$ cat src/rtl/ser2par_pkg.sv
// Shared definitions for the serial-to-parallel deserializer: bit-order
// encodings and the bit-counter width helper.
package ser2par_pkg;

  localparam bit BIT_ORDER_LSB = 1'b0;
  localparam bit BIT_ORDER_MSB = 1'b1;

  function automatic int cnt_width(input int width);
    return (width <= 1) ? 1 : $clog2(width);
  endfunction

endpackage

$ cat src/rtl/ser2par_shift_core.sv
// Shift register and bit counter with frame-start alignment; flags the cycle
// in which the last bit of a word is accepted and presents the assembled word.
module ser2par_shift_core
  import ser2par_pkg::*;
#(
  parameter int WIDTH = 8,
  parameter bit MSB_FIRST = 1'b0,
  localparam int CNT_W = cnt_width(WIDTH)
) (
  input  logic             clk,
  input  logic             reset,
  input  logic             si,
  input  logic             si_valid,
  input  logic             frame_start,
  output logic             word_done,
  output logic [WIDTH-1:0] word,
  output logic [CNT_W-1:0] bit_cnt
);

  logic [WIDTH-1:0] sr_q, sr_d, base_s;
  logic [CNT_W-1:0] cnt_q, cnt_d, cnt_base_s;

  // Next shift-register/counter state; a frame start restarts the word at this bit
  always_comb begin
    sr_d       = sr_q;
    cnt_d      = cnt_q;
    base_s     = sr_q;
    cnt_base_s = cnt_q;
    word_done  = 1'b0;
    if (si_valid) begin
      if (frame_start) begin
        base_s     = {WIDTH{1'b0}};
        cnt_base_s = {CNT_W{1'b0}};
      end else begin
        base_s     = sr_q;
        cnt_base_s = cnt_q;
      end
      if (MSB_FIRST == BIT_ORDER_MSB) begin
        sr_d = {base_s[WIDTH-2:0], si};
      end else begin
        sr_d = {si, base_s[WIDTH-1:1]};
      end
      if (cnt_base_s == CNT_W'(WIDTH - 1)) begin
        word_done = 1'b1;
        cnt_d     = {CNT_W{1'b0}};
      end else begin
        word_done = 1'b0;
        cnt_d     = cnt_base_s + CNT_W'(1);
      end
    end else begin
      sr_d  = sr_q;
      cnt_d = cnt_q;
    end
  end

  // Shift register and bit counter state
  always_ff @(posedge clk or negedge reset) begin
    if (!reset) begin
      sr_q  <= {WIDTH{1'b0}};
      cnt_q <= {CNT_W{1'b0}};
    end else begin
      sr_q  <= sr_d;
      cnt_q <= cnt_d;
    end
  end

  assign word    = sr_d;
  assign bit_cnt = cnt_q;

endmodule

$ cat src/rtl/ser2par_deserializer.sv
// Parametrised serial-in/parallel-out deserializer with a held output word,
// valid/ready handshake and a sticky overrun flag for dropped words.
module ser2par_deserializer
  import ser2par_pkg::*;
#(
  parameter int WIDTH = 8,
  parameter bit MSB_FIRST = 1'b0,
  localparam int CNT_W = cnt_width(WIDTH)
) (
  input  logic             clk,
  input  logic             reset,
  input  logic             si,
  input  logic             si_valid,
  input  logic             frame_start,
  output logic [WIDTH-1:0] par_data,
  output logic             par_valid,
  input  logic             par_ready,
  output logic             overrun,
  input  logic             clr_overrun,
  output logic [CNT_W-1:0] bit_cnt
);

  logic             word_done_s;
  logic [WIDTH-1:0] word_s;
  logic [WIDTH-1:0] data_q, data_d;
  logic             valid_q, valid_d;
  logic             ovr_q, ovr_d;
  logic             drop_s;

  ser2par_shift_core #(
    .WIDTH    (WIDTH),
    .MSB_FIRST(MSB_FIRST)
  ) u_core (
    .clk        (clk),
    .reset      (reset),
    .si         (si),
    .si_valid   (si_valid),
    .frame_start(frame_start),
    .word_done  (word_done_s),
    .word       (word_s),
    .bit_cnt    (bit_cnt)
  );

  // Output word and handshake; a completed word is never stalled, only dropped
  always_comb begin
    data_d  = data_q;
    valid_d = valid_q;
    drop_s  = word_done_s & valid_q & ~par_ready;
    if (word_done_s) begin
      if (!valid_q || par_ready) begin
        data_d  = word_s;
        valid_d = 1'b1;
      end else begin
        data_d  = data_q;
        valid_d = valid_q;
      end
    end else if (valid_q && par_ready) begin
      valid_d = 1'b0;
    end else begin
      valid_d = valid_q;
    end
    if (drop_s) begin
      ovr_d = 1'b1;
    end else if (clr_overrun) begin
      ovr_d = 1'b0;
    end else begin
      ovr_d = ovr_q;
    end
  end

  // Output register state
  always_ff @(posedge clk or negedge reset) begin
    if (!reset) begin
      data_q  <= {WIDTH{1'b0}};
      valid_q <= 1'b0;
      ovr_q   <= 1'b0;
    end else begin
      data_q  <= data_d;
      valid_q <= valid_d;
      ovr_q   <= ovr_d;
    end
  end

  assign par_data  = data_q;
  assign par_valid = valid_q;
  assign overrun   = ovr_q;

endmodule

$ cat config.mk
export PLATFORM = sky130hd
export DESIGN_NAME = ser2par_deserializer
export DESIGN_NICKNAME = d
export VERILOG_FILES = /design/src/rtl/ser2par_pkg.sv /design/src/rtl/ser2par_shift_core.sv /design/src/rtl/ser2par_deserializer.sv
export SDC_FILE = /design/constraint.sdc
export NUM_CORES = 1
export LEC_CHECK = 0
export ABC_AREA = 1
export BUFFER_PORTS_ARGS = -buffer_cell sky130_fd_sc_hd__buf_2
export CAP_MARGIN = 40
export CORE_MARGIN = 5
export CORE_UTILIZATION = 50
export DETAILED_ROUTE_END_ITERATION = 7
export HOLD_SLACK_MARGIN = 0.06
export PLACE_DENSITY_LB_ADDON = 0.1
export RECOVER_POWER = 50
export SYNTH_ARGS = -nofsm -noshare
export SYNTH_HDL_FRONTEND = slang
export SYNTH_SLANG_ARGS = --single-unit
$ cat constraint.sdc
create_clock -name clk -period 1.3 [get_ports clk]
set_input_delay 0.13 -clock clk [delete_from_list [all_inputs] [get_ports clk]]
set_output_delay 0.13 -clock clk [all_outputs]
set_load 0.05 [all_outputs]
==> impl_metrics.csv <==
group,metric,value,unit
outcome,status,"finished, violations left",
outcome,violations,"negative setup slack",
sta,final-hold-violation-count,0,
global_route,antenna_found_initial,0,
sta,postLayoutSetupSlackWorst,-57.4,ps
placement,port_buffers,19,
clocking,path_clk_slew,110,ps
power,powerDensity,1070,mW/mm2
min_path,hold_path.startpoint,"si_valid",
clocking,clkLatencyLatePin,300,ps
global_route,grt_pass1_wl,3080,um
clocking,cts_tree,"built",
floorplan,ioPinCount,20,
routing,antenna_left,0,
setup_path,path_max_fanout,8,
setup_path,cp-end-kind,"flop",
floorplan,start_util,51.0,%
layout,drive_above_1_share,32.5,%
sta,maxSlewHeadroom,65.8,%
power,cellLeakagePower,0.000636,uW
sta,fin_crit_sh,104,%
setup_path,reg2reg_from,"u_core.bit_cnt[1]",
global_route,grt_use_total,15.9,%
power,combPwrFrac,15.2,%
routing,dr.pass1.iters,4,
power,seqPwrFrac,58.8,%
layout,final_common_cell,"nand2_1",
setup_path,worst_ep_arrival_time,1600,ps
clocking,htree_levels,1,
setup_path,crit_path_start_kind,"flop",
layout,finalNetCount,133,
setup_path,critPathLaunch,"u_core.bit_cnt[1]",
layout,fin_util,65.1,%
routing,wire_per_inst,12.1,um
power,ir_drop,0.711,mV
layout,final_cell_mix,"46 x nand2_1, 18 x buf_2, 18 x dfrtp_1",
layout,diodes,0,
synthesis,synth_area,861,um2
synthesis,syn_inst,95,
synthesis,yosysUniqueCellTypes,12,
synthesis,ys_ff_latch,21,
global_route,overflow,0,
setup_path,critical_path_class,"flop to flop",
floorplan,core-area,0.00169,mm2
power,p_sw_share,27.9,%
floorplan,fp.dieArea,0.00265,mm2
routing,drtIter0Drc,11,
global_route,grt_pass1_vias,712,
power,p_clk_share,26.0,%
floorplan,rows,15,
synthesis,ys_seq_area_share,61.0,%
sta,rsz0062_at_grt,"yes",
sta,period_needed,1360,ps
power,p_switching,330,uW
synthesis,avgSynthCellArea,9.06,um2
clocking,cts_sinks,21,
flow_run,max_cap_violations,0,
global_route,grt_max_degree,22,
clocking,numCtsBuffers,3,
floorplan,die-width,51.5,um
power,internal_power,852,uW
placement,routabilityCongestion,0.748,
routing,routed_via_density,4.96,
routing,wl,1700,um
placement,hpwl,1150,um
floorplan,dieHeight,51.5,um
sta,slew_violations,0,
routing,num_vias,694,
synthesis,syn_nets,104,
clocking,clock_path_buffers,2,
sta,fmax,737,MHz
layout,area_growth,27.8,%
sta,setup_violations,8,
routing,drcViolationCount,0,
clocking,cts_root_buffer,"clkbuf_4",
min_path,hp-class,"input pin to flop",
setup_path,required,1550,ps
sta,finalSetupTns,-321,ps
sta,skew,2.93,ps
sta,worst_slew_pin_slew,513,ps
synthesis,synth_warnings,0,
## path summary, 6_finish.rpt
check	to	slack, ps	cells after the start
max in group asynchronous	u_core.bit_cnt[2]	610	2
setup reg to reg	par_data[7]	-60	8
min in group asynchronous	u_core.sr_q[1]	320	2
hold reg to reg	par_data[2]	490	2
hold / removal	u_core.bit_cnt[2]	180	3
setup / recovery	par_data[7]	-60	8
## through the flow
stage / hold WS (ps) / worst slack [ps] / instances / area, um2 / total power [uW]
floorplan: -166 / -135 / 95 / 890 / 812
global placement: 111 / -44.5 / 131 / 1000 / 864
detailed placement: 118 / -112 / 131 / 1000 / 868
CTS: 174 / -89.4 / 139 / 1070 / 1190
global route: 190 / -161 / 140 / 1100 / 1240
finish: 182 / -57.4 / 140 / 1100 / 1180
## power by group through the flow
stage / Clock, uW / Sequential, uW / Combinational, uW
global route: 343 / 698 / 200
global placement: 0 / 704 / 159
detailed placement: 0 / 706 / 162
finish: 307 / 694 / 180
floorplan: 0 / 761 / 51.1
CTS: 321 / 694 / 171
## layout make-up
type / count / area [um2]
Fill cell: 157 / 589
Sequential cell: 21 / 529
Multi-Input combinational cell: 65 / 345
Timing Repair Buffer: 25 / 148
Inverter: 8 / 30.0
Clock buffer: 4 / 26.3
Tap cell: 17 / 21.3
## synthesized netlist by cell type
| library cell | count | area share [%] |
|---|---|---|
| o21ai_0 | 3 | 1.7 |
| ha_1 | 2 | 2.9 |
| nand3_1 | 7 | 4.1 |
| a21oi_4 | 1 | 1.9 |
| nand2_1 | 46 | 20 |
| nor2_1 | 3 | 1.3 |
| inv_2 | 1 | 0.44 |
| nand2_2 | 2 | 1.5 |
| buf_6 | 1 | 1.3 |
| inv_1 | 7 | 3.1 |
| dfrtp_1 | 21 | 61 |
| o22ai_1 | 1 | 0.73 |
## routing by layer
| layer | GRT usage [%] | share of wire [%] | vias up |
|---|---|---|---|
| met5 | 0 | 0 | - |
| met2 | 26.7 | 50 | 22 |
| met1 | 19.3 | 43 | 320 |
| li1 | - | - | 350 |
| met4 | 7.86 | 1.0 | 0 |
| met3 | 3.44 | 5.8 | 2 |
## kinds of logic after synthesis
kind of cell	share of synthesized area (%)
AO/OA/AOI/OAI	4.36
adder cells (fa/ha/maj)	2.91
buffers and inverters	4.80
flip-flops	61.0
AND/OR/NAND/NOR	26.9
## state kept, by name (all words and copies together), names as in the netlist
| signal | flops |
|---|---|
| overrun | 1 |
| u_core.bit_cnt | 3 |
| par_valid | 1 |
| u_core.sr_q | 8 |
| par_data | 8 |
## worst max-delay path: stages (launching register included)
cell and delay [ps]:
dfrtp_2 370, inv_2 40, nor2_2 140, ha_4 160, ha_4 130, nand2_4 60
a21oi_4 250, nand2_1 90, nand2_1 70
## timing repair
action / CTS / global route
endpoints found under the hold margin: 23 / 0
pin swaps: 6 / 9
buffers inserted: 1 / 1
resized for setup: 2 / 5
endpoints found under the setup margin: 8 / 9
hold buffers: 3 / 0
No activity file was read; power rests on OpenSTA's default activity.
